`src/rtl/ddr_wr_pkg.sv`:
```
// ddr_wr_pkg: shared types and helpers for the DDR3 write-data serializer.
// Holds the burst FSM state enum, burst word counts and words_for().
package ddr_wr_pkg;

  typedef enum logic [1:0] {
    IDLE,
    PRE,
    DATA,
    POST
  } wr_state_e;

  localparam int BL8_WORDS = 4;
  localparam int BC4_WORDS = 2;

  // Words (two beats each) consumed by one burst.
  function automatic logic [2:0] words_for(input logic bc4);
    return bc4 ? 3'(BC4_WORDS) : 3'(BL8_WORDS);
  endfunction

endpackage

```
`src/rtl/wr_data_fifo.sv`:
```
// wr_data_fifo: synchronous show-ahead FIFO (dout = head word).
// Ports: clock, reset, push, pop, din, dout, full, empty, count.
module wr_data_fifo #(
  parameter int WIDTH = 16,
  parameter int DEPTH = 8
) (
  input  logic                     clock,
  input  logic                     reset,
  input  logic                     push,
  input  logic                     pop,
  input  logic [WIDTH-1:0]         din,
  output logic [WIDTH-1:0]         dout,
  output logic                     full,
  output logic                     empty,
  output logic [$clog2(DEPTH):0]   count
);

  localparam int AW = $clog2(DEPTH);
  localparam int CW = AW + 1;

  logic [WIDTH-1:0] mem_q [DEPTH];
  logic [AW-1:0]    wr_q;
  logic [AW-1:0]    rd_q;
  logic [CW-1:0]    count_q;
  logic             do_push;
  logic             do_pop;

  // No bypass: a full FIFO refuses the push even if it pops.
  assign do_push = push & ~full;
  assign do_pop  = pop & ~empty;

  always_ff @(posedge clock) begin
    if (reset) begin
      wr_q    <= '0;
      rd_q    <= '0;
      count_q <= '0;
    end else begin
      if (do_push) wr_q <= wr_q + 1'b1;
      if (do_pop)  rd_q <= rd_q + 1'b1;
      count_q <= count_q + CW'(do_push) - CW'(do_pop);
    end
  end

  always_ff @(posedge clock) begin
    if (do_push) mem_q[wr_q] <= din;
  end

  assign dout  = mem_q[rd_q];
  assign full  = (count_q == CW'(DEPTH));
  assign empty = (count_q == '0);
  assign count = count_q;

endmodule

```
`src/rtl/ddr_wr_burst_ser.sv`:
```
// ddr_wr_burst_ser: DDR3 write-data serializer (FIFO -> DQ/DQS/DM beats).
// In: in_data/in_mask/in_valid, wr_start/bc4. Out: in_ready, start_ready, dq/dm/dqs(+oe), busy. DM via DDR_WR_DM_EN.
module ddr_wr_burst_ser
  import ddr_wr_pkg::*;
#(
  parameter int BW    = 8,
  parameter int DEPTH = 8
) (
  input  logic                clock,
  input  logic                reset,
  input  logic [2*BW-1:0]     in_data,
  input  logic [2*BW/8-1:0]   in_mask,
  input  logic                in_valid,
  output logic                in_ready,
  input  logic                wr_start,
  input  logic                bc4,
  output logic                start_ready,
  output logic [BW-1:0]       dq,
  output logic                dq_oe,
  output logic [BW/8-1:0]     dm,
  output logic                dqs,
  output logic                dqs_oe,
  output logic                busy
);

  localparam int CW = $clog2(DEPTH) + 1;
`ifdef DDR_WR_DM_EN
  localparam int MH = BW / 8;
  localparam int FW = 2*BW + 2*MH;
`else
  localparam int FW = 2*BW;
`endif

  logic [FW-1:0] fdin;
  logic [FW-1:0] fdout;
  logic          full;
  logic          empty_unused;
  logic [CW-1:0] count;
  logic [CW-1:0] avail;

  wr_state_e     state_q;
  logic [1:0]    wcnt_q;
  logic          bc4_q;
  logic          dq_oe_q;
  logic          dqs_oe_q;
  logic          dqs_en_q;
  logic [1:0]    n_last;
  logic          last;
  logic          slot_ok;
  logic          pop_base;
  logic          accept;
  logic          pop;

  logic [BW-1:0] lo_q;
  logic [BW-1:0] hi_q;
  logic [BW-1:0] hi_n;

`ifdef DDR_WR_DM_EN
  assign fdin = {in_mask, in_data};
`else
  assign fdin = in_data;
  logic unused_mask;
  assign unused_mask = ^in_mask;
`endif

  wr_data_fifo #(
    .WIDTH (FW),
    .DEPTH (DEPTH)
  ) u_fifo (
    .clock (clock),
    .reset (reset),
    .push  (in_valid),
    .pop   (pop),
    .din   (fdin),
    .dout  (fdout),
    .full  (full),
    .empty (empty_unused),
    .count (count)
  );

  assign in_ready = ~full;

  assign n_last   = 2'(words_for(bc4_q) - 3'd1);
  assign last     = (state_q == DATA) && (wcnt_q == n_last);
  assign slot_ok  = (state_q == IDLE) || (state_q == POST) || last;
  // Pops owed to the current burst; the seamless pop is added below.
  assign pop_base = (state_q == PRE) || ((state_q == DATA) && !last);
  assign avail    = count - CW'(pop_base);

  assign start_ready = slot_ok && (avail >= CW'(words_for(bc4)));
  assign accept      = wr_start & start_ready;
  assign pop         = pop_base | (last & accept);

  always_ff @(posedge clock) begin
    if (reset) begin
      state_q  <= IDLE;
      wcnt_q   <= '0;
      bc4_q    <= 1'b0;
      dq_oe_q  <= 1'b0;
      dqs_oe_q <= 1'b0;
      dqs_en_q <= 1'b0;
    end else begin
      dq_oe_q  <= 1'b0;
      dqs_oe_q <= 1'b0;
      dqs_en_q <= 1'b0;
      case (state_q)
        IDLE, POST: begin
          if (accept) begin
            state_q  <= PRE;
            bc4_q    <= bc4;
            dqs_oe_q <= 1'b1;
          end else begin
            state_q  <= IDLE;
          end
        end
        PRE: begin
          state_q  <= DATA;
          wcnt_q   <= '0;
          dq_oe_q  <= 1'b1;
          dqs_oe_q <= 1'b1;
          dqs_en_q <= 1'b1;
        end
        DATA: begin
          if (!last || accept) begin
            wcnt_q   <= last ? 2'd0 : wcnt_q + 2'd1;
            if (last) bc4_q <= bc4;
            dq_oe_q  <= 1'b1;
            dqs_oe_q <= 1'b1;
            dqs_en_q <= 1'b1;
          end else begin
            state_q  <= POST;
            dqs_oe_q <= 1'b1;
          end
        end
        default: state_q <= IDLE;
      endcase
    end
  end

  always_ff @(posedge clock) begin
    if (reset) begin
      lo_q <= '0;
      hi_q <= '0;
    end else if (pop) begin
      lo_q <= fdout[BW-1:0];
      hi_q <= fdout[2*BW-1:BW];
    end
  end

  // Second beat is retimed to the falling edge for the low clock phase.
  always_ff @(negedge clock) begin
    if (reset) hi_n <= '0;
    else       hi_n <= hi_q;
  end

  assign dq = clock ? lo_q : hi_n;

`ifdef DDR_WR_DM_EN
  logic [MH-1:0] mlo_q;
  logic [MH-1:0] mhi_q;
  logic [MH-1:0] mhi_n;

  always_ff @(posedge clock) begin
    if (reset) begin
      mlo_q <= '0;
      mhi_q <= '0;
    end else if (pop) begin
      mlo_q <= fdout[2*BW +: MH];
      mhi_q <= fdout[2*BW+MH +: MH];
    end
  end

  always_ff @(negedge clock) begin
    if (reset) mhi_n <= '0;
    else       mhi_n <= mhi_q;
  end

  assign dm = clock ? mlo_q : mhi_n;
`else
  assign dm = '0;
`endif

  assign dq_oe  = dq_oe_q;
  assign dqs_oe = dqs_oe_q;
  assign dqs    = dqs_en_q & clock;
  assign busy   = (state_q != IDLE);

endmodule

```
`config.mk`:
```
export PLATFORM = sky130hd
export DESIGN_NAME = ddr_wr_burst_ser
export DESIGN_NICKNAME = d
export VERILOG_FILES = /design/src/rtl/ddr_wr_pkg.sv /design/src/rtl/wr_data_fifo.sv /design/src/rtl/ddr_wr_burst_ser.sv
export SDC_FILE = /design/constraint.sdc
export NUM_CORES = 1
export LEC_CHECK = 0
export ABC_AREA = 0
export BUFFER_PORTS_ARGS = -buffer_cell sky130_fd_sc_hd__buf_4
export CAP_MARGIN = 30
export CORE_MARGIN = 2
export CORE_UTILIZATION = 31
export CTS_CLUSTER_SIZE = 14
export DETAILED_ROUTE_END_ITERATION = 8
export SYNTH_ARGS = -nofsm -noshare
export SYNTH_HDL_FRONTEND = slang
export SYNTH_SLANG_ARGS = --single-unit
```
`constraint.sdc`:
```
create_clock -name clock -period 6.74 [get_ports clock]
set_clock_uncertainty 0.1 [all_clocks]
set_input_delay 0.337 -clock clock [delete_from_list [all_inputs] [get_ports clock]]
set_output_delay 0.337 -clock clock [all_outputs]
set_load 0.005 [all_outputs]
```
==> impl_metrics.py <==
metrics = {
    "place": {
        "globalplace.congestion": 0.774,
        "dp_hpwl_mm": 8.69,
        "numPortBuffers": 34,
        "dpl.cell_count": 743,
    },
    "hold_path": {
        "hp-class": "primary input to flip-flop",
        "hp-start": "wr_start",
        "worstHoldPathCells": 3,
        "hold_end": "dqs_oe$_SDFF_PP0_",
    },
    "pwr": {
        "pwr-share-clk_pct": 39.5,
        "leakagePower_nw": 3.00,
        "seqPwrFrac_pct": 39.6,
        "power_density_nw_per_um2": 371,
        "p_comb_share_pct": 20.9,
        "p_switching_w": 0.000867,
        "p_int_w": 0.00232,
        "ir_drop_mv": 0.133,
        "p_sw_share_pct": 27.2,
    },
    "global_routing": {
        "grt_pass1_vias": 4099,
        "track_usage_pct": 12.4,
        "grt_pass1_wl_mm": 22.1,
        "overflow": 0,
        "grt_antenna_before_repair": 0,
        "grt_max_degree": 54,
    },
    "logic_synthesis": {
        "synth_edf_count": 128,
        "async_flop_share_pct": 0,
        "synthCells": 435,
        "synth_top_area_cell": "edfxtp_1",
        "ys_seq_area_share_pct": 66.5,
        "syn-cell-area_um2": 7010,
        "syn_nets": 475,
        "yosys_warnings": 0,
        "synth.avg_cell_area_um2": 16.1,
        "synthFlopType": "edfxtp_1",
        "synthDistinctLibCells": 47,
        "ys_seq_elements": 169,
        "synth_top_area_share_pct": 54.8,
        "synth_area_leaders": "edfxtp_1 (55%), dfxtp_1 (12%), mux4_2 (7.7%)",
    },
    "routing": {
        "first_pass_iters": 4,
        "postRouteAntennaNets": 0,
        "wire_per_inst_um": 17.0,
        "via_count": 3801,
        "drt_iter0_drc": 302,
        "drt-total-wl_mm": 13.7,
        "vias_per_cell": 4.72,
        "route.detailed.drc": 0,
    },
    "sta": {
        "slew_headroom_pct": 60.1,
        "worstMarginPinSlew_ns": 0.598,
        "final-setup-viol-count": 0,
        "grt_setup_unrepaired": "false",
        "timing.final.hold_violations": 0,
        "whs_ns": 0.0442,
        "maxSlewViolCount": 0,
        "setup_tns_ns": 0,
    },
    "floorplanning": {
        "dieArea_um2": 23800,
        "die_h_um": 154,
        "design.core.area_um2": 22400,
        "num_io_pins": 38,
        "die_w_um": 154,
        "rows": 55,
        "start_util_pct": 31.2,
    },
    "finish": {
        "fill_cells": 2090,
        "diodes": 0,
        "fin_cells": 805,
        "multi_input_area_um2": 2210,
        "areaGrowthSynthToFinish_pct": 22.7,
        "drive_above_1_share_pct": 31.2,
        "finish.utilization_pct": 38.3,
        "final-seq-area_um2": 4660,
        "nets": 546,
    },
    "setup_path": {
        "cp-end-kind": "output port",
        "critPathRequiredTime_ns": 6.30,
        "path_class": "flip-flop to output port",
        "cp-start-kind": "flip-flop",
        "critPathArrivalTime_ns": 4.68,
        "critPathMaxFanout": 1,
        "reg2reg_depth": 17,
        "r2r_slack_ns": 2.56,
        "r2r-start": "state_q[0]$_SDFFE_PP0N_",
        "r2r-end": "u_fifo.count[2]$_SDFF_PP0_",
    },
    "clocking": {
        "cts.repair.resized": 0,
        "clk_latency_ns": 0.54,
        "hold_buffers": 18,
        "postCtsSetupBuffers": 0,
        "cts_tree": "built",
        "path_clk_slew_ns": 0.07,
    },
    "job": {
        "max_cap_viol_count": 0,
    },
    "run_status": {
        "outcome": "complete, no violations",
    },
}
how the worst max path moves through the flow:
stage	from	to	slack, ns	depth (start not counted)
after floorplan	hi_n[0]$_SDFF_NP0_	dq[0]	2.41	1
after detailed placement	reset	hi_n[6]$_SDFF_NP0_	2.15	2
after global placement	reset	hi_n[2]$_SDFF_NP0_	2.21	2
after CTS	hi_n[1]$_SDFF_NP0_	dq[1]	1.60	2
after global routing	hi_n[2]$_SDFF_NP0_	dq[2]	1.57	2
final	hi_n[0]$_SDFF_NP0_	dq[0]	1.62	2
synth_stat cells (10+ instances only):
cell type / instances
edfxtp_1: 128
mux2i_1: 10
nor3_1: 10
nand2b_1: 10
mux2_2: 34
inv_1: 13
ha_1: 16
clkbuf_1: 10
dfxtp_1: 41
nor2_1: 30
nor2b_1: 20
mux4_2: 24
cells by family (layout without fill, tap and decap cells):
| group | Yosys count | in the layout | synth area share, % |
|---|---|---|---|
| multiplexers | 76 | 76 | 16.3 |
| AO/OA/AOI/OAI | 35 | 35 | 3.75 |
| AND/OR/NAND/NOR | 96 | 96 | 7.07 |
| flip-flops | 169 | 169 | 66.5 |
| other | 1 | 1 | 0.0535 |
| buffers and inverters | 35 | 120 | 2.37 |
| XOR/XNOR | 6 | 6 | 0.750 |
| adder cells (fa/ha/maj) | 17 | 17 | 3.14 |
through the flow:
stage                     cell area, um2  setup WS, ns  total power [W]
after global routing                8600          1.57          0.00336
after detailed placement            7660          2.15          0.00201
after CTS                           8600          1.60          0.00323
final                               8600          1.62          0.00319
after floorplan                     7010          2.41          0.00183
after global placement              7580          2.21          0.00199
power groups by stage:
stage	registers (W)	logic (W)	clock network, W
after CTS	0.00126	0.000680	0.00129
after global placement	0.00128	0.000642	0.0000645
final	0.00126	0.000668	0.00126
after global routing	0.00127	0.000747	0.00134
after floorplan	0.00127	0.000496	0.0000588
after detailed placement	0.00128	0.000665	0.0000645
flip-flops by register name, summed over array words and instances (netlist names):
register / cells
bc4_q: 1
dqs_en_q: 1
dqs_oe: 1
hi_n: 8
hi_q: 8
lo_q: 8
state_q: 2
u_fifo.count: 4
u_fifo.mem_q: 128
u_fifo.rd_q: 3
u_fifo.wr_q: 3
wcnt_q: 2
area by class of cell:
| cell class | count | share of cell area (%) |
|---|---|---|
| clock inverters | 22 | 2.50 |
| multi-input cells | 231 | 25.6 |
| well taps | 285 | 4.15 |
| inverters | 12 | 0.524 |
| flip-flops and latches | 169 | 54.2 |
| repair buffers | 54 | 5.73 |
| clock buffers | 32 | 7.22 |
metal layers:
metal  up-vias  wire (um)  track usage, %
met5         -         58            1.86
met4         2        179            5.38
met3        20        804            5.13
met2        91       6840            20.5
met1      1896       5840            14.1
li1       1792          -               -
layout by cell type, fill, tap and decap left out, drive strengths merged, types with 3 or more instances in the layout:
master / synthesis / routed
nor2b: 20 / 20
bufinv: 0 / 3
clkbuf: 10 / 23
a31oi: 3 / 3
nand3: 7 / 7
xor2: 5 / 5
nand4: 3 / 3
ha: 16 / 16
nand2b: 10 / 10
mux2i: 10 / 10
edfxtp: 128 / 128
mux2: 42 / 42
a21oi: 7 / 7
dfxtp: 41 / 41
clkinv: 0 / 4
buf: 12 / 45
dlygate4sd3: 0 / 18
inv: 13 / 26
o22ai: 9 / 9
nor3: 10 / 10
nor2: 30 / 30
nand2: 8 / 8
mux4: 24 / 24
worst max-delay path: stages, from the launching register on:
cell     delay, ns
dfxtp_1       0.29
mux2_2        0.30
buf_4         0.15
Power figures use the tool's default switching activity.
